<file path="src/rtl/ram_arbiter.sv">
// Two-port round-robin arbiter in front of the unified RAM: one transaction in flight,
// issue/response every two cycles. Optional owner lock via `define RAM_ARB_LOCK_EN.
module ram_arbiter #(
    parameter int ADDRW = 16,
    parameter int DATAW = 64
) (
    input  logic             clk,
    input  logic             rst_n,
    input  logic             rq0_req,
    input  logic             rq0_we,
    input  logic [1:0]       rq0_size,
    input  logic [ADDRW-1:0] rq0_addr,
    input  logic [DATAW-1:0] rq0_wdata,
    input  logic             rq0_lock,
    output logic             rq0_gnt,
    output logic             rq0_rvalid,
    output logic [DATAW-1:0] rq0_rdata,
    input  logic             rq1_req,
    input  logic             rq1_we,
    input  logic [1:0]       rq1_size,
    input  logic [ADDRW-1:0] rq1_addr,
    input  logic [DATAW-1:0] rq1_wdata,
    input  logic             rq1_lock,
    output logic             rq1_gnt,
    output logic             rq1_rvalid,
    output logic [DATAW-1:0] rq1_rdata,
    output logic [1:0]       ram_op,
    output logic [1:0]       ram_size,
    output logic [ADDRW-1:0] ram_addr,
    output logic [DATAW-1:0] ram_data_in,
    input  logic [DATAW-1:0] ram_data_out,
    output logic             busy
);
    localparam logic [1:0] RAM_NOP   = 2'd0;
    localparam logic [1:0] RAM_FETCH = 2'd1;
    localparam logic [1:0] RAM_STORE = 2'd2;

    typedef enum logic [1:0] {ARB_IDLE, ARB_ISSUE, ARB_RESP} arb_state_t;

    arb_state_t       state, state_nxt;
    logic             last, owner;
    logic             cmd_we;
    logic [1:0]       cmd_size;
    logic [ADDRW-1:0] cmd_addr;
    logic [DATAW-1:0] cmd_wdata;
    logic             req0_ok, req1_ok, any_req, win, sample;

`ifdef RAM_ARB_LOCK_EN
    logic lock_q;
    // A held lock masks the non-owner, even when the owner is not requesting.
    assign req0_ok = rq0_req && !(lock_q && owner);
    assign req1_ok = rq1_req && !(lock_q && !owner);
`else
    logic unused_lock;
    assign unused_lock = rq0_lock ^ rq1_lock;
    assign req0_ok = rq0_req;
    assign req1_ok = rq1_req;
`endif

    assign any_req = req0_ok || req1_ok;
    assign win     = (req0_ok && req1_ok) ? ~last : req1_ok;
    assign sample  = (state == ARB_IDLE || state == ARB_RESP) && any_req;
    assign busy    = (state != ARB_IDLE);

    always_ff @(posedge clk or negedge rst_n) begin
        if (!rst_n) begin
            state     <= ARB_IDLE;
            last      <= 1'b1;
            owner     <= 1'b0;
            cmd_we    <= 1'b0;
            cmd_size  <= '0;
            cmd_addr  <= '0;
            cmd_wdata <= '0;
`ifdef RAM_ARB_LOCK_EN
            lock_q    <= 1'b0;
`endif
        end else begin
            state <= state_nxt;
            if (sample) begin
                owner     <= win;
                cmd_we    <= win ? rq1_we    : rq0_we;
                cmd_size  <= win ? rq1_size  : rq0_size;
                cmd_addr  <= win ? rq1_addr  : rq0_addr;
                cmd_wdata <= win ? rq1_wdata : rq0_wdata;
            end
            if (state == ARB_ISSUE) begin
                last <= owner;
`ifdef RAM_ARB_LOCK_EN
                lock_q <= owner ? rq1_lock : rq0_lock;
`endif
            end
        end
    end

    always_comb begin
        state_nxt   = state;
        ram_op      = RAM_NOP;
        ram_size    = '0;
        ram_addr    = '0;
        ram_data_in = '0;
        rq0_gnt     = 1'b0;
        rq1_gnt     = 1'b0;
        rq0_rvalid  = 1'b0;
        rq1_rvalid  = 1'b0;
        rq0_rdata   = '0;
        rq1_rdata   = '0;
        case (state)
            ARB_IDLE: state_nxt = any_req ? ARB_ISSUE : ARB_IDLE;
            ARB_ISSUE: begin
                state_nxt   = ARB_RESP;
                ram_op      = cmd_we ? RAM_STORE : RAM_FETCH;
                ram_size    = cmd_size;
                ram_addr    = cmd_addr;
                ram_data_in = cmd_wdata;
                rq0_gnt     = !owner;
                rq1_gnt     = owner;
            end
            ARB_RESP: begin
                // Response for the current owner overlaps arbitration of the next one.
                state_nxt  = any_req ? ARB_ISSUE : ARB_IDLE;
                rq0_rvalid = !owner;
                rq1_rvalid = owner;
                if (owner) rq1_rdata = ram_data_out;
                else       rq0_rdata = ram_data_out;
            end
            default: state_nxt = ARB_IDLE;
        endcase
    end
endmodule
</file>
<file path="config.mk">
export PLATFORM = sky130hd
export DESIGN_NAME = ram_arbiter
export DESIGN_NICKNAME = d
export VERILOG_FILES = /design/src/rtl/ram_arbiter.sv
export SDC_FILE = /design/constraint.sdc
export NUM_CORES = 1
export LEC_CHECK = 0
export CORE_AREA = 2 2 174 176
export DETAILED_ROUTE_END_ITERATION = 12
export DIE_AREA = 0 0 176 178
export GPL_TIMING_DRIVEN = 0
export PLACE_DENSITY = 0.63
export SETUP_SLACK_MARGIN = 0.1
export SLEW_MARGIN = 25
export SYNTH_ARGS = -nofsm -noshare
export SYNTH_HDL_FRONTEND = slang
export SYNTH_SLANG_ARGS = --single-unit
export TNS_END_PERCENT = 20
</file>
<file path="constraint.sdc">
create_clock -name clk -period 4.85 [get_ports clk]
set_clock_uncertainty 0.05 [all_clocks]
set_input_delay 1.2125 -clock clk [delete_from_list [all_inputs] [get_ports clk]]
set_output_delay 1.2125 -clock clk [all_outputs]
set_load 0.005 [all_outputs]
</file>
-- Yosys cells after proc, flatten, opt, wreduce, memory -nomap -nowiden
Cells that the tools add are included.
- eq/ne operators: 2
- muxes and demuxes: 20
- bitwise operators: 1
- reductions and logical operators: 8
- operator list (kind ; number):
    $mux W64 ; 6
    $mux W16 ; 2
    $mux W2 ; 4
    $mux W1 ; 7
    $pmux W2 S2 ; 1
    $eq A2 B1 Y1 const B ; 1
    $eq A2 B2 Y1 const B ; 1
    $logic_and A1 B1 Y1 ; 2
    $logic_not A2 Y1 ; 1
    $logic_or A1 B1 Y1 ; 2
    $reduce_bool A2 Y1 ; 1
    $reduce_or A2 Y1 ; 1
    $logic_not A1 Y1 ; 1
    $not A1 Y1 ; 1
- register bits after elaboration: 87
- input port bits: 236
- output and inout port bits: 217

-- Depth between registers and ports, before layout
- word-level depth: 3
- depth in mapped cells: 6
- gate-level depth less buffers: 3

-- Worst setup path after synthesis
Ideal clock, no wire load.
- path type: input to output
- from: input port ram_data_out[0]
- to: output port rq0_rdata[0]
- arrival: 1.337 ns
- data required time: 3.588 ns
- path slack: 2.250 ns
- cell stages on the path: 1
- cell sequence: and2_1
- word-level cells in the longest chain between the ends: 2
- RTL lines (item ; RTL line ; source):
    start: declaration ; 31 ; input logic [DATAW-1:0] ram_data_out,
    $mux W64 ; 123 ; if (owner) rq1_rdata = ram_data_out;
    $mux W64 ; 107 ; case (state)
    end: declaration ; 17 ; output logic [DATAW-1:0] rq0_rdata,
No other way between the ends.

-- Worst setup path in the final report
- from: register state[0]
- to: output port ram_data_in[51]
- word-level cells in the longest chain between the ends: 2
- RTL lines (item ; RTL line ; source):
    start: declaration ; 40 ; arb_state_t state, state_nxt;
    start signal: assignment ; 78 ; state <= state_nxt;
    $eq A2 B1 Y1 ; 107 ;
    $mux W64 ; 107 ;
    end: declaration ; 30 ; output logic [DATAW-1:0] ram_data_in,
No other way between the ends.

==> reports/results.ini <==
[floorplanning]
start_util_pct = 18.1
rows = 63
die_h_um = 178
io_pins = 453
die_w_um = 176
die_area_mm2 = 0.0313
core_mm2 = 0.0294

[placement]
place_ws_ns = 1.07
numPortBuffers = 450
gp_congestion = 0.915
post_dp_cell_area_mm2 = 0.0103
dp_hpwl_um = 22900

[sta]
worstMarginPinSlew_ns = 0.550
worst_slack_ns = 0.862
final.period_utilization_pct = 82.2
rsz0062_at_grt = no
maxSlewViolCount = 0
setup_viol = 0
period_needed_ns = 3.99
slew_headroom_pct = 63.3
max_freq_mhz = 251
finalHoldViolCount = 0

[cts]
cts_buffers = 9
cts_tree = built
hold_buffers = 0
clock_sinks = 87
clk_pin_slew_ns = 0.07
clk_latency_ns = 0.35
htreeDepth = 3
postCtsSetupBuffers = 0
cts_root_buffer = clkbuf_16
ctsResizeCount = 0
clockBufferDepth = 2

[synth]
synth_area_per_cell_um2 = 7.55
synth.distinct_cells = 19
yosysWarnings = 0
syn_inst = 704
ys_seq_area_share_pct = 41.0
syn_nets = 940
netlist_area_mm2 = 0.00531
synth-seq-cells = 87

[power_and_ir_drop]
power_switching_share_pct = 29.3
pwr-share-seq_pct = 31.6
power.internal_mw = 2.17
p_leak_nw = 4.30
power_switching_mw = 0.901
powerDensity_mw_per_mm2 = 287
ir_drop_uv = 154
p_comb_share_pct = 38.6
clock_power_share_pct = 29.8

[min_path]
hold_path_class = reg2reg

[routing]
dr.pass1.iters = 5
dr_total_vias = 6559
drt-initial-drc-count = 275
postRouteAntennaNets = 0
remaining_drc_errors = 0
vias_per_cell = 4.20
avgRoutedWirePerCell_um = 17.8
postRouteWirelength_um = 27800

[global_route]
grt_max_degree = 63
grt_pass1_vias = 6426
grt.met2_usage_pct = 32.3
grt-ovfl-total = 0
grt_pass1_wl_um = 40000
grt_usage_pct = 17.1
globalRouteMet1Util_pct = 18.9
top_usage_layer = met2
antenna_found_initial = 2
met3_usage_pct = 3.84

[status]
outcome = complete, no violations

[worst_setup_path]
critPathKind = reg2out
worstPathArrival_ns = 2.73
critPathRequiredTime_ns = 3.59
cp_max_fo = 10
r2r_setup_slack_ns = 3.07
start_kind = register
end_kind = primary output

[final_layout]
finalInstanceArea_mm2 = 0.0107
drive_gt1_share_pct = 4.44
nNetsFinal = 1402
final_cell_mix = 449 x clkdlybuf4s50_1, 211 x and2_1, 166 x nand2_1, 86 x nor2_1, 86 x dfrtp_1
areaGrowthSynthToFinish_pct = 102
nFillCells = 3081
final_common_cell = clkdlybuf4s50_1

[flow_run]
max_cap_viol_count = 0

## kinds of logic after synthesis
kind of cell           synth area share (%)
AND/OR/NAND/NOR                        43.2
flip-flops                             41.0
buffers and inverters                  5.28
AO/OA/AOI/OAI                          10.6
## critical path, cell delays in order, from the launching register on
cell and delay [ns]:
dfrtp_1 0.48, nand2b_1 0.22, inv_1 0.15, buf_2 0.31, clkbuf_1 0.44, and2_1 0.21, clkdlybuf4s50_1 0.56
## cell type report
| class | count | area, um2 | area share [%] |
|---|---|---|---|
| antenna | 1 | 2.50 | 0.0233 |
| buffer | 60 | 273 | 2.54 |
| clock buffer | 10 | 229 | 2.14 |
| clock inverter | 6 | 158 | 1.47 |
| inverter | 2 | 7.51 | 0.0700 |
| multi-input combinational | 555 | 2850 | 26.6 |
| sequential | 87 | 2180 | 20.3 |
| tap | 390 | 488 | 4.55 |
| timing repair buffer | 451 | 4530 | 42.3 |
## state kept, by name, indices dropped and copies added, names as in the netlist
register and cells:
cmd_addr 16, cmd_size 2, cmd_wdata 64, cmd_we 1, last 1, owner 1
state 2
## power groups by stage
stage | combinational, mW | clock (mW) | sequential [mW]
6_report | 1.19 | 0.917 | 0.972
3_5_place_dp | 1.20 | 0 | 0.987
5_1_grt | 1.31 | 0.972 | 0.996
2_1_floorplan | 0.481 | 0 | 0.960
3_3_place_gp | 1.20 | 0 | 0.978
4_1_cts | 1.21 | 0.941 | 0.973
## path summary, 6_finish.rpt
path,startpoint,end,depth (start not counted)
max in group asynchronous,rst_n,last,2
min in group asynchronous,rst_n,cmd_wdata[26],1
min,last,last,1
max reg2reg,last,cmd_wdata[24],5
max,state[0],ram_data_in[51],6
min reg2reg,last,last,1
## metal layers
layer,wire length (um),part of all wire (%),vias to the layer above
met5,0,0,-
met4,750,2.7,0
met1,10500,38,3068
met3,1810,6.5,32
met2,14800,53,286
li1,-,-,3173
## per-stage QoR
step           util (%)  cells  TNS, ns  total power [mW]  hold WS [ns]
3_3_place_gp       35.0   1544   -90.14              2.17         0.457
4_1_cts            36.5   1561        0              3.12         0.476
2_1_floorplan         -    704        0              1.44         0.445
3_5_place_dp       35.1   1545        0              2.19         0.466
6_report           36.5   1562        0              3.07         0.473
5_1_grt            36.5   1561        0              3.28         0.491
## Yosys cell counts
| cell | count | area share (%) |
|---|---|---|
| and2_1 | 211 | 25 |
| nand2_1 | 166 | 12 |
| dfrtp_1 | 86 | 41 |
| nor2_1 | 86 | 6.1 |
| a31oi_1 | 83 | 9.8 |
| clkbuf_1 | 28 | 2.0 |
| buf_2 | 22 | 2.1 |
| clkbuf_2 | 7 | 0.66 |
| buf_4 | 3 | 0.42 |
| inv_1 | 2 | 0.14 |
| nor3b_1 | 2 | 0.28 |
| a21bo_2 | 1 | 0.19 |
| a21boi_0 | 1 | 0.14 |
| a21o_1 | 1 | 0.14 |
| dfstp_2 | 1 | 0.49 |
| nand2b_1 | 1 | 0.12 |
| o21ba_1 | 1 | 0.19 |
| o22ai_1 | 1 | 0.12 |
| or2_2 | 1 | 0.12 |
No activity file was read; power rests on OpenSTA's default activity.
